$ cat config.mk
export PLATFORM = sky130hd
export DESIGN_NAME = uart_rx_cfg
export DESIGN_NICKNAME = d
export VERILOG_FILES = /design/src/rtl/uart_rx_cfg.sv
export SDC_FILE = /design/constraint.sdc
export NUM_CORES = 1
export LEC_CHECK = 0
export CORE_MARGIN = 10
export CORE_UTILIZATION = 30
export CTS_CLUSTER_DIAMETER = 50
export DETAILED_ROUTE_END_ITERATION = 12
export SLEW_MARGIN = 10
export SYNTH_ARGS = -nofsm -noshare
export SYNTH_HDL_FRONTEND = slang
export SYNTH_SLANG_ARGS = --single-unit
$ cat constraint.sdc
create_clock -name clk -period 1.97 [get_ports clk]
set_input_delay 0.197 -clock clk [delete_from_list [all_inputs] [get_ports clk]]
set_output_delay 0.197 -clock clk [all_outputs]
set_load 0.01 [all_outputs]
$ cat src/rtl/uart_rx_cfg.sv
// Parametrised UART receiver: 3-flop line sync, mid-bit sampling, false-start rejection, stop/frame check.
// Optional parity bit after the data field when UART_RX_PARITY_EN is defined (default build: no parity).
module uart_rx_cfg #(
  parameter int CLK_FREQ   = 50_000_000,
  parameter int BAUD       = 9600,
  parameter int DATA_BITS  = 8,
  parameter int PARITY_ODD = 0
) (
  input  logic                 clk,
  input  logic                 rst_n,
  input  logic                 rs232_rx,
  output logic [DATA_BITS-1:0] rx_data,
  output logic                 po_flag,
  output logic                 frame_err,
  output logic                 parity_err,
  output logic                 busy,
  output logic [2:0]           o_dbg_state
);

  localparam int BAUD_END = CLK_FREQ / BAUD - 1;
  localparam int BAUD_MID = BAUD_END / 2;
  localparam int CW       = $clog2(BAUD_END + 1);
  localparam int BW       = $clog2(DATA_BITS);

  localparam logic [CW-1:0] BAUD_END_C = CW'(BAUD_END);
  localparam logic [CW-1:0] BAUD_MID_C = CW'(BAUD_MID);
  localparam logic [BW-1:0] BIT_LAST   = BW'(DATA_BITS - 1);

  localparam logic [2:0] ST_IDLE   = 3'd0;
  localparam logic [2:0] ST_START  = 3'd1;
  localparam logic [2:0] ST_DATA   = 3'd2;
`ifdef UART_RX_PARITY_EN
  localparam logic [2:0] ST_PARITY = 3'd3;
  localparam logic       PAR_ODD   = (PARITY_ODD != 0);
`endif
  localparam logic [2:0] ST_STOP   = 3'd4;
  localparam logic [2:0] ST_BREAK  = 3'd5;

  logic                 r_rx1;
  logic                 r_rx2;
  logic                 r_rx3;
  logic [2:0]           r_state;
  logic [CW-1:0]        r_baud_cnt;
  logic [BW-1:0]        r_bit_cnt;
  logic [DATA_BITS-1:0] r_shift;
  logic [DATA_BITS-1:0] r_rx_data;
  logic                 r_po_flag;
  logic                 r_frame_err;

  logic w_fall;
  logic w_mid;
  logic w_par_bad;

  assign w_fall = ~r_rx2 & r_rx3;
  assign w_mid  = (r_baud_cnt == BAUD_MID_C);

  // Line synchroniser; r_rx2 is the only sampled copy of the line, r_rx3 only feeds edge detect.
  always_ff @(posedge clk or negedge rst_n) begin
    if (!rst_n) begin
      r_rx1 <= 1'b1;
      r_rx2 <= 1'b1;
      r_rx3 <= 1'b1;
    end else begin
      r_rx1 <= rs232_rx;
      r_rx2 <= r_rx1;
      r_rx3 <= r_rx2;
    end
  end

  always_ff @(posedge clk or negedge rst_n) begin
    if (!rst_n) begin
      r_baud_cnt <= '0;
    end else if (r_state == ST_IDLE || r_baud_cnt == BAUD_END_C) begin
      r_baud_cnt <= '0;
    end else begin
      r_baud_cnt <= r_baud_cnt + 1'b1;
    end
  end

`ifdef UART_RX_PARITY_EN
  logic r_par;
  logic r_parity_err;

  assign w_par_bad  = r_par ^ (^r_shift) ^ PAR_ODD;
  assign parity_err = r_parity_err;
`else
  assign w_par_bad  = 1'b0;
  assign parity_err = 1'b0;
`endif

  always_ff @(posedge clk or negedge rst_n) begin
    if (!rst_n) begin
      r_state      <= ST_IDLE;
      r_bit_cnt    <= '0;
      r_shift      <= '0;
      r_rx_data    <= '0;
      r_po_flag    <= 1'b0;
      r_frame_err  <= 1'b0;
`ifdef UART_RX_PARITY_EN
      r_par        <= 1'b0;
      r_parity_err <= 1'b0;
`endif
    end else begin
      r_po_flag    <= 1'b0;
      r_frame_err  <= 1'b0;
`ifdef UART_RX_PARITY_EN
      r_parity_err <= 1'b0;
`endif
      case (r_state)
        ST_IDLE: begin
          r_bit_cnt <= '0;
          if (w_fall) begin
            r_state <= ST_START;
          end
        end
        ST_START: begin
          // A start bit that is high again at mid-bit was a glitch: drop it silently.
          if (w_mid) begin
            r_state <= r_rx2 ? ST_IDLE : ST_DATA;
          end
        end
        ST_DATA: begin
          if (w_mid) begin
            r_shift <= {r_rx2, r_shift[DATA_BITS-1:1]};
            if (r_bit_cnt == BIT_LAST) begin
              r_bit_cnt <= '0;
`ifdef UART_RX_PARITY_EN
              r_state   <= ST_PARITY;
`else
              r_state   <= ST_STOP;
`endif
            end else begin
              r_bit_cnt <= r_bit_cnt + 1'b1;
            end
          end
        end
`ifdef UART_RX_PARITY_EN
        ST_PARITY: begin
          if (w_mid) begin
            r_par   <= r_rx2;
            r_state <= ST_STOP;
          end
        end
`endif
        ST_STOP: begin
          // Leaving at mid stop bit leaves half a bit to catch a back-to-back start edge.
          if (w_mid) begin
            if (r_rx2) begin
              r_state <= ST_IDLE;
              if (!w_par_bad) begin
                r_rx_data <= r_shift;
                r_po_flag <= 1'b1;
              end
`ifdef UART_RX_PARITY_EN
              r_parity_err <= w_par_bad;
`endif
            end else begin
              r_state     <= ST_BREAK;
              r_frame_err <= 1'b1;
`ifdef UART_RX_PARITY_EN
              r_parity_err <= w_par_bad;
`endif
            end
          end
        end
        ST_BREAK: begin
          // Line held low after a bad stop bit: wait for idle, no new frame meanwhile.
          if (r_rx2) begin
            r_state <= ST_IDLE;
          end
        end
        default: begin
          r_state <= ST_IDLE;
        end
      endcase
    end
  end

  assign rx_data     = r_rx_data;
  assign po_flag     = r_po_flag;
  assign frame_err   = r_frame_err;
  assign busy        = (r_state != ST_IDLE);
  assign o_dbg_state = r_state;

endmodule

==> Word level (Yosys, flattened, before mapping) <==
Cells that the tools add are included.
{ "classes": {"n_addsub": 2, "eq_ne": 13, "n_mux": 19, "bitwise": 2, "n_reduce_logical": 8} }
{ "ops": {"columns": ["operator", "count"], "rows": [
  ["$mux 3", 9],
  ["$pmux 3 s5", 1],
  ["$add 13x1->13 const B", 1],
  ["$eq 13x12->1 const B", 1],
  ["$eq 13x13->1 const B", 1],
  ["$mux 13", 1],
  ["$ne 2x2->1 const B", 6],
  ["$eq 3x3->1 const B", 3],
  ["$mux 1", 6],
  ["$pmux 3 s2", 1],
  ["$reduce_and 6->1", 1],
  ["$reduce_and 2->1", 2],
  ["$add 3x1->3 const B", 1],
  ["$eq 3x1->1 const B", 1],
  ["$eq 3x2->1 const B", 1],
  ["$logic_not 3->1", 1],
  ["$reduce_and 3->1", 1],
  ["$reduce_bool 3->1", 1],
  ["$mux 2", 1],
  ["$reduce_bool 2->1", 1],
  ["$and 1x1->1", 1],
  ["$logic_or 1x1->1", 1],
  ["$not 1->1", 1]
]} }
{ "word_totals": {"regBits": 40, "input_bits": 3, "out_inout_bits": 15, "wordCells": 54} }

==> Depth between registers and ports, before layout <==
Gate-level depths: netlist of the first run.
{ "depth": {"depth_word": 4, "ltp_mapped": 7, "ltp_nobuf": 5} }

==> Worst setup path after synthesis of the first run <==
No wires, ideal clock.
{ "synth_timing": {"kind": "reg-to-reg", "from": "register r_baud_cnt[0]", "to": "register r_shift[0]", "setup_ns": 0.125, "arrival_time_ns": 1.691, "required_time_ns": 1.845, "path_slack_ns": 0.154, "stages_incl_launch_ff": 8, "path_buffers": 2, "synth_period_minus_slack_ns": 1.816, "path_cell_list": "dfrtp_1 > ha_1 > and2_2 > and4_1 > buf_6 > and2_4 > buf_12 > mux2_4"} }
{ "synth_between": {"elab_chain_cells": 2} }
{ "synth_lines": {"columns": ["element", "line_no", "rtl"], "rows": [
  ["start: declaration", "43", "logic [CW-1:0] r_baud_cnt;"],
  ["start signal: assignment", "76", "r_baud_cnt <= r_baud_cnt + 1'b1;"],
  ["$eq 13x12->1", "55", "assign w_mid = (r_baud_cnt == BAUD_MID_C);"],
  ["$reduce_and 2->1 (no source line)", null, null],
  ["end signal: assignment", "124", "r_shift <= {r_rx2, r_shift[DATA_BITS-1:1]};"],
  ["end: declaration", "45", "logic [DATA_BITS-1:0] r_shift;"]
]} }
Every way passes these cells.
A chain may end at the register's enable or synchronous reset.

==> Worst setup path in the final report of the first run <==
{ "layout_timing": {"from": "register r_baud_cnt[0]", "to": "register r_shift[7]"} }
The elaborated chain is that of the path after synthesis.

==> impl_metrics.env, run 1 <==
export IMPL_status="finished, final reports clean"
export IMPL_syn_area_sq_mm=0.00188
export IMPL_antenna_cells=0
export IMPL_antenna_found_initial=0
export IMPL_cp_num_buf_inv=0
export IMPL_seq_area_sq_mm=0.00100
export IMPL_vias=1255
export IMPL_post_synth_top_count_cell="dfrtp_1"
export IMPL_cp_top_family="simple AND/OR/NAND/NOR gates"
export IMPL_post_cts_setup_buffers=0
export IMPL_cts_htree_levels=2
export IMPL_drt_pass1_iter_count=4
export IMPL_drive_gt1_share_pct=25.3
export IMPL_routedWlPerCell_um=14.1
export IMPL_clock_root_buffer="clkbuf_8"
export IMPL_ctsLongestPathBuffers=2
export IMPL_place_worst_setup_slack_ns=0.129
export IMPL_synth_ff_latch_count=40
export IMPL_crit_chain="ha_1 > and2_2 > and4_1 > and2_4 > mux2_2"
export IMPL_hold_viol_final=0
export IMPL_routed_wl_mm=3.61
export IMPL_vdd_ir_drop_worst_mv=0.264
export IMPL_grt_first_pass_wirelength_mm=6.35
export IMPL_period_needed_ns=1.86
export IMPL_critical_path_required_ns=2.16
export IMPL_holdWs_ns=0.298
export IMPL_syn_nets=161
export IMPL_cp_end_kind="register"
export IMPL_grt_max_degree=18
export IMPL_critPathKind="register to register"
export IMPL_ys_types=40
export IMPL_cp_start_kind="register"
export IMPL_cp_max_fo=11
export IMPL_drt_vias_per_instance=4.88
export IMPL_crit_arrival_ns=2.05
export IMPL_gr_usage_met3_pct=2.70
export IMPL_clk_pin_slew_ns=0.08
export IMPL_slew_violations=0
export IMPL_yosysTopAreaCell="dfrtp_1"
export IMPL_antenna_left=0
export IMPL_fill_cells=575
export IMPL_cts_buffers=5
export IMPL_yosysSeqAreaShare_pct=53.5
export IMPL_max_freq_mhz=538
export IMPL_reg2reg_depth=5
export IMPL_clock_latency_ns=0.30
export IMPL_power_density_mw_per_mm2=841
export IMPL_grtUsageMet2_pct=11.4
export IMPL_synth_cells=155
export IMPL_rsz0062_at_grt="no"
export IMPL_cpMaxStageDelayCell="dfrtp_1"
export IMPL_layout_setup_ws_ns=0.110
export IMPL_initial_core_util_pct=31.3
export IMPL_synth_edf_count=0
export IMPL_nNetsFinal=187
export IMPL_grt_use_met1_pct=9.72
export IMPL_drcViolationCount=0
export IMPL_overflow=0
export IMPL_syn_area_per_cell_sq_um=12.1
export IMPL_post_route_period_util_pct=94.4
export IMPL_rows=28
export IMPL_top_usage_layer="met2"
export IMPL_drt_initial_drc_count=69
export IMPL_finClkSkew_ns=0.00601
export IMPL_ios=18
export IMPL_maxCapViolations=0
export IMPL_place_congestion=0.780
export IMPL_setup_viol=0
export IMPL_ys_flop_type="dfrtp_1"
export IMPL_cts_tree="built"
export IMPL_p_leak_nw=1.02
export IMPL_ys_async_sr_fraction_pct=100
export IMPL_max_stage_delay_ns=0.38
export IMPL_synth_top_area_share_pct=49.3
export IMPL_grtUsageTotal_pct=7.83
export IMPL_grt_pass1_vias=1280
export IMPL_die_area_sq_mm=0.00982
export IMPL_core_sq_mm=0.00599
export IMPL_die_w_um=99.1
export IMPL_synthTopCellsByArea="dfrtp_1, mux2_4, mux2_2, dfstp_2, nor2_1"
export IMPL_clock_sinks=40
export IMPL_worstHoldPathCells=1
export IMPL_die_height_um=99.1
export IMPL_setup_tns_ns=0
export IMPL_yosys_warnings=0
export IMPL_multi_input_area_sq_um=788
export IMPL_synth_common_cells="dfrtp_1, nor2_1, mux2_2"
export IMPL_io_buffer_count=16
export IMPL_path_depth=5
export IMPL_area_delta_synth_final_pct=20.2
export IMPL_hpwl_mm=2.57
export IMPL_hold_class="primary input to register"
final cells by class:
class	instances	share of cell area [%]
Sequential cell	40	44.5
Multi-Input combinational cell	104	34.9
Timing Repair Buffer	26	10.3
Tap cell	75	4.16
Clock buffer	6	3.66
Clock inverter	2	1.72
Inverter	4	0.666
power breakdown:
part	leakage (nW)	internal, mW	switching, mW	total [mW]
Combinational	0.420	0.105	0.124	0.229
Sequential	0.538	0.878	0.0812	0.959
Clock	0.0614	0.414	0.295	0.709
Total	1.02	1.40	0.500	1.90
placed cells by master, fill, tap and decap left out, types with 3 or more instances in the layout:
cell type        Yosys  routed
ha_1                 3       3
nand3_1              6       6
xnor2_1              5       5
nand2_1              7       7
dfrtp_1             37      37
inv_1                4       4
mux2_2               9       9
xor2_1               4       4
a31oi_1              3       3
dfstp_2              3       3
clkbuf_8             0       6
nor3_1               4       3
buf_4                2       9
o21ai_0              5       5
clkdlybuf4s50_1      0      15
nor4b_1              3       3
nand4_1              7       7
nor2_1              17      17
mux2_4               7       7
metal layers:
metal | up-vias | share of wire (%) | routed length (um)
li1 | 598 | - | -
met1 | 623 | 46 | 1670
met2 | 28 | 46 | 1650
met3 | 6 | 5.6 | 201
met4 | 0 | 2.5 | 89
met5 | - | 0 | 0
flip-flops by register name, summed over array words and instances, names as in the netlist:
name         cells
r_rx1            1
frame_err        1
o_dbg_state      3
r_rx3            1
r_shift          8
po_flag          1
r_bit_cnt        3
r_rx2            1
r_baud_cnt      13
rx_data          8
cell families after synthesis:
kind of cell             Yosys count  share of synthesized area (%)
AND/OR/NAND/NOR                   62                           19.7
flip-flops                        40                           53.5
multiplexers                      18                           12.1
AO/OA/AOI/OAI                     11                           3.60
buffers and inverters             11                           4.73
XOR/XNOR                           9                           4.20
adder cells (fa/ha/maj)            3                           2.00
other                              1                          0.200
repair_timing:
action                                 4_1_cts  5_1_grt
setup endpoints to repair                    1        1
hold buffers                                 1        0
endpoints found under the hold margin       11        0
gates resized for setup                      1        0
pin swaps                                    0        1
path summary, 6_finish.rpt:
| check | from | slack (ns) | end |
|---|---|---|---|
| max in group asynchronous | rst_n | 1.08 | r_rx2 |
| worst max register to register | r_baud_cnt[0] | 0.11 | r_shift[7] |
| worst min register to register | r_rx1 | 0.36 | r_rx2 |
| min in group asynchronous | rst_n | 0.31 | r_baud_cnt[1] |
| worst max-delay path | r_baud_cnt[0] | 0.11 | r_shift[7] |
| worst min-delay path | rs232_rx | 0.30 | r_rx1 |
per-stage QoR:
| stage | instances | util [%] | power (mW) | instance area, sq um |
|---|---|---|---|---|
| after floorplan | 155 | - | 1.13 | 1880 |
| after global placement | 248 | 35.4 | 1.20 | 2120 |
| after detailed placement | 248 | 35.4 | 1.20 | 2120 |
| after CTS | 257 | 37.7 | 1.92 | 2260 |
| after global routing | 257 | 37.7 | 1.98 | 2260 |
| final | 257 | 37.7 | 1.90 | 2260 |
Note: power is estimated with default switching activity, not from simulation.
==> run 2, diff against run 1 <==
Settings changed: ABC_CLOCK_PERIOD_IN_PS from default to 1970.
==> results of run 2 <==
No change in the layout: final DEF, timing and power equal those of run 1.
==> run 3, diff against run 2 <==
Settings changed: ABC_CLOCK_PERIOD_IN_PS 1970 to 1680.
Clock period 1.97 ns to 1.68 ns, I/O delays scaled along.
==> run 3 against run 2 <==
  * Clock power up 18%
  * Sequential power rose by 15%
  * Critical path type unchanged
  * Highest routed layer unchanged
  * Core utilization rose by 3.3 points
  * Setup slack got worse by 0.10 ns
  * Combinational power is 74% higher
  * Wire length is 8.7% higher
  * Non-clock buffer count up 19
  * Total power up 23%
==> impl_metrics.env, run 3 (synthesis gave the netlist of run 1 again) <==
export IMPL_power_density_mw_per_mm2=949
export IMPL_post_route_period_util_pct=99.5
export IMPL_grt_max_degree=30
export IMPL_core_sq_mm=0.00599
export IMPL_die_height_um=99.1
export IMPL_hpwl_mm=2.80
export IMPL_overflow=0
export IMPL_reg2reg_depth=6
export IMPL_top_register="r_baud_cnt"
export IMPL_clock_latency_ns=0.30
export IMPL_ctsLongestPathBuffers=2
export IMPL_r2r_end="rx_data[5]"
export IMPL_worstReg2RegStart="r_baud_cnt[0]"
export IMPL_period_needed_ns=1.67
export IMPL_die_area_sq_mm=0.00982
export IMPL_rsz0062_at_grt="yes"
export IMPL_final_cells=277
export IMPL_crit_end="rx_data[5]"
export IMPL_status="finished, final reports clean"
export IMPL_place_congestion=0.830
export IMPL_clock_sinks=40
export IMPL_grt_first_pass_wirelength_mm=6.69
export IMPL_tightest_slew_ns=0.653
export IMPL_ios=18
export IMPL_drt_vias_per_instance=4.63
export IMPL_hold_class="primary input to register"
export IMPL_crit_arrival_ns=1.86
export IMPL_drt_initial_drc_count=70
export IMPL_vias=1282
export IMPL_setup_viol=0
export IMPL_antenna_found_initial=0
export IMPL_cts_htree_levels=2
export IMPL_critical_path_required_ns=1.87
export IMPL_cts_tree="built"
export IMPL_antenna_left=0
export IMPL_cp_max_fo=8
export IMPL_routed_wl_mm=3.93
export IMPL_clock_root_buffer="clkbuf_8"
export IMPL_r2r_slack_ns=0.008
export IMPL_rows=28
export IMPL_hold_viol_final=0
export IMPL_die_w_um=99.1
export IMPL_maxCapViolations=0
export IMPL_max_freq_mhz=598
export IMPL_setup_tns_ns=0
export IMPL_finClkSkew_ns=0.00769
export IMPL_cp_start_kind="register"
export IMPL_layout_commonest_cell="dfrtp_1"
export IMPL_io_buffer_count=16
export IMPL_slew_violations=0
export IMPL_vdd_ir_drop_worst_mv=0.386
export IMPL_grtUsageTotal_pct=8.40
export IMPL_p_leak_nw=1.13
export IMPL_largest_register_ff_count=13
export IMPL_relSlewSlack_pct=56.5
export IMPL_grt_pass1_vias=1378
export IMPL_initial_core_util_pct=31.3
export IMPL_nNetsFinal=207
export IMPL_drcViolationCount=0
export IMPL_clk_pin_slew_ns=0.08
export IMPL_drive_gt1_share_pct=36.1
export IMPL_cts_buffers=5
export IMPL_dp_cells=263
export IMPL_crit_start="r_baud_cnt[0]"
export IMPL_antenna_cells=0
export IMPL_routedWlPerCell_um=14.2
export IMPL_postLayoutCellArea_sq_mm=0.00245
export IMPL_area_delta_synth_final_pct=30.8
export IMPL_power_total_mw=2.33
export IMPL_final_cell_mix="dfrtp_1, buf_4, nor2_1"
export IMPL_placed_area_sq_mm=0.00224
export IMPL_critPathKind="register to register"
export IMPL_cp_end_kind="register"
export IMPL_drt_pass1_iter_count=4
[run 3: cell type report]
class,count,area (sq um)
Fill cell,561,3540
Sequential cell,40,1010
Multi-Input combinational cell,105,837
Timing Repair Buffer,45,382
Tap cell,75,93.8
Clock buffer,6,82.6
Clock inverter,2,38.8
Inverter,4,15.0
[run 3: repair_timing]
action / in CTS / in global routing
gates resized for setup: 7 / 5
cloned: 0 / 1
endpoints found under the hold margin: 24 / 0
endpoints found under the setup margin: 10 / 31
setup buffers: 2 / 2
hold buffers: 1 / 0
pin swaps: 3 / 3
[run 3: routing by layer]
| metal | wire length, um | GRT usage, % | vias up |
|---|---|---|---|
| li1 | - | - | 640 |
| met1 | 1850 | 10.2 | 618 |
| met2 | 1830 | 12.9 | 18 |
| met3 | 155 | 2.77 | 6 |
| met4 | 90 | 4.30 | 0 |
| met5 | 0 | 0 | - |
[run 3: power by group]
group	switching, mW	internal, mW	total [mW]
clock network	0.349	0.486	0.835
registers	0.0639	1.03	1.10
logic	0.201	0.199	0.399
total	0.613	1.72	2.33
[run 3: stage by stage]
step / util, % / hold WS [ns] / worst slack [ns]
2_1_floorplan: - / -0.128 / -0.0441
6_report: 41.0 / 0.274 / 0.00844
3_5_place_dp: 37.4 / 0.241 / -0.0135
5_1_grt: 41.0 / 0.271 / -0.0656
3_3_place_gp: 37.4 / 0.240 / -0.0172
4_1_cts: 40.2 / 0.265 / 0.00265
[run 3: worst min path at each step]
stage / start / end / slack, ns / cells after the start
2_1_floorplan: rst_n / frame_err / -0.13 / 0
3_3_place_gp: rst_n / r_baud_cnt[3] / 0.24 / 1
3_5_place_dp: rst_n / r_baud_cnt[3] / 0.24 / 1
4_1_cts: rs232_rx / r_rx1 / 0.27 / 1
5_1_grt: rs232_rx / r_rx1 / 0.27 / 1
6_report: rs232_rx / r_rx1 / 0.27 / 1
[run 3: critical path, cell delays in order (launching register included)]
cell     delay, ns
dfrtp_1       0.40
ha_2          0.20
and2_4        0.16
and4_4        0.20
buf_6         0.12
nand3_4       0.14
mux2_2        0.35
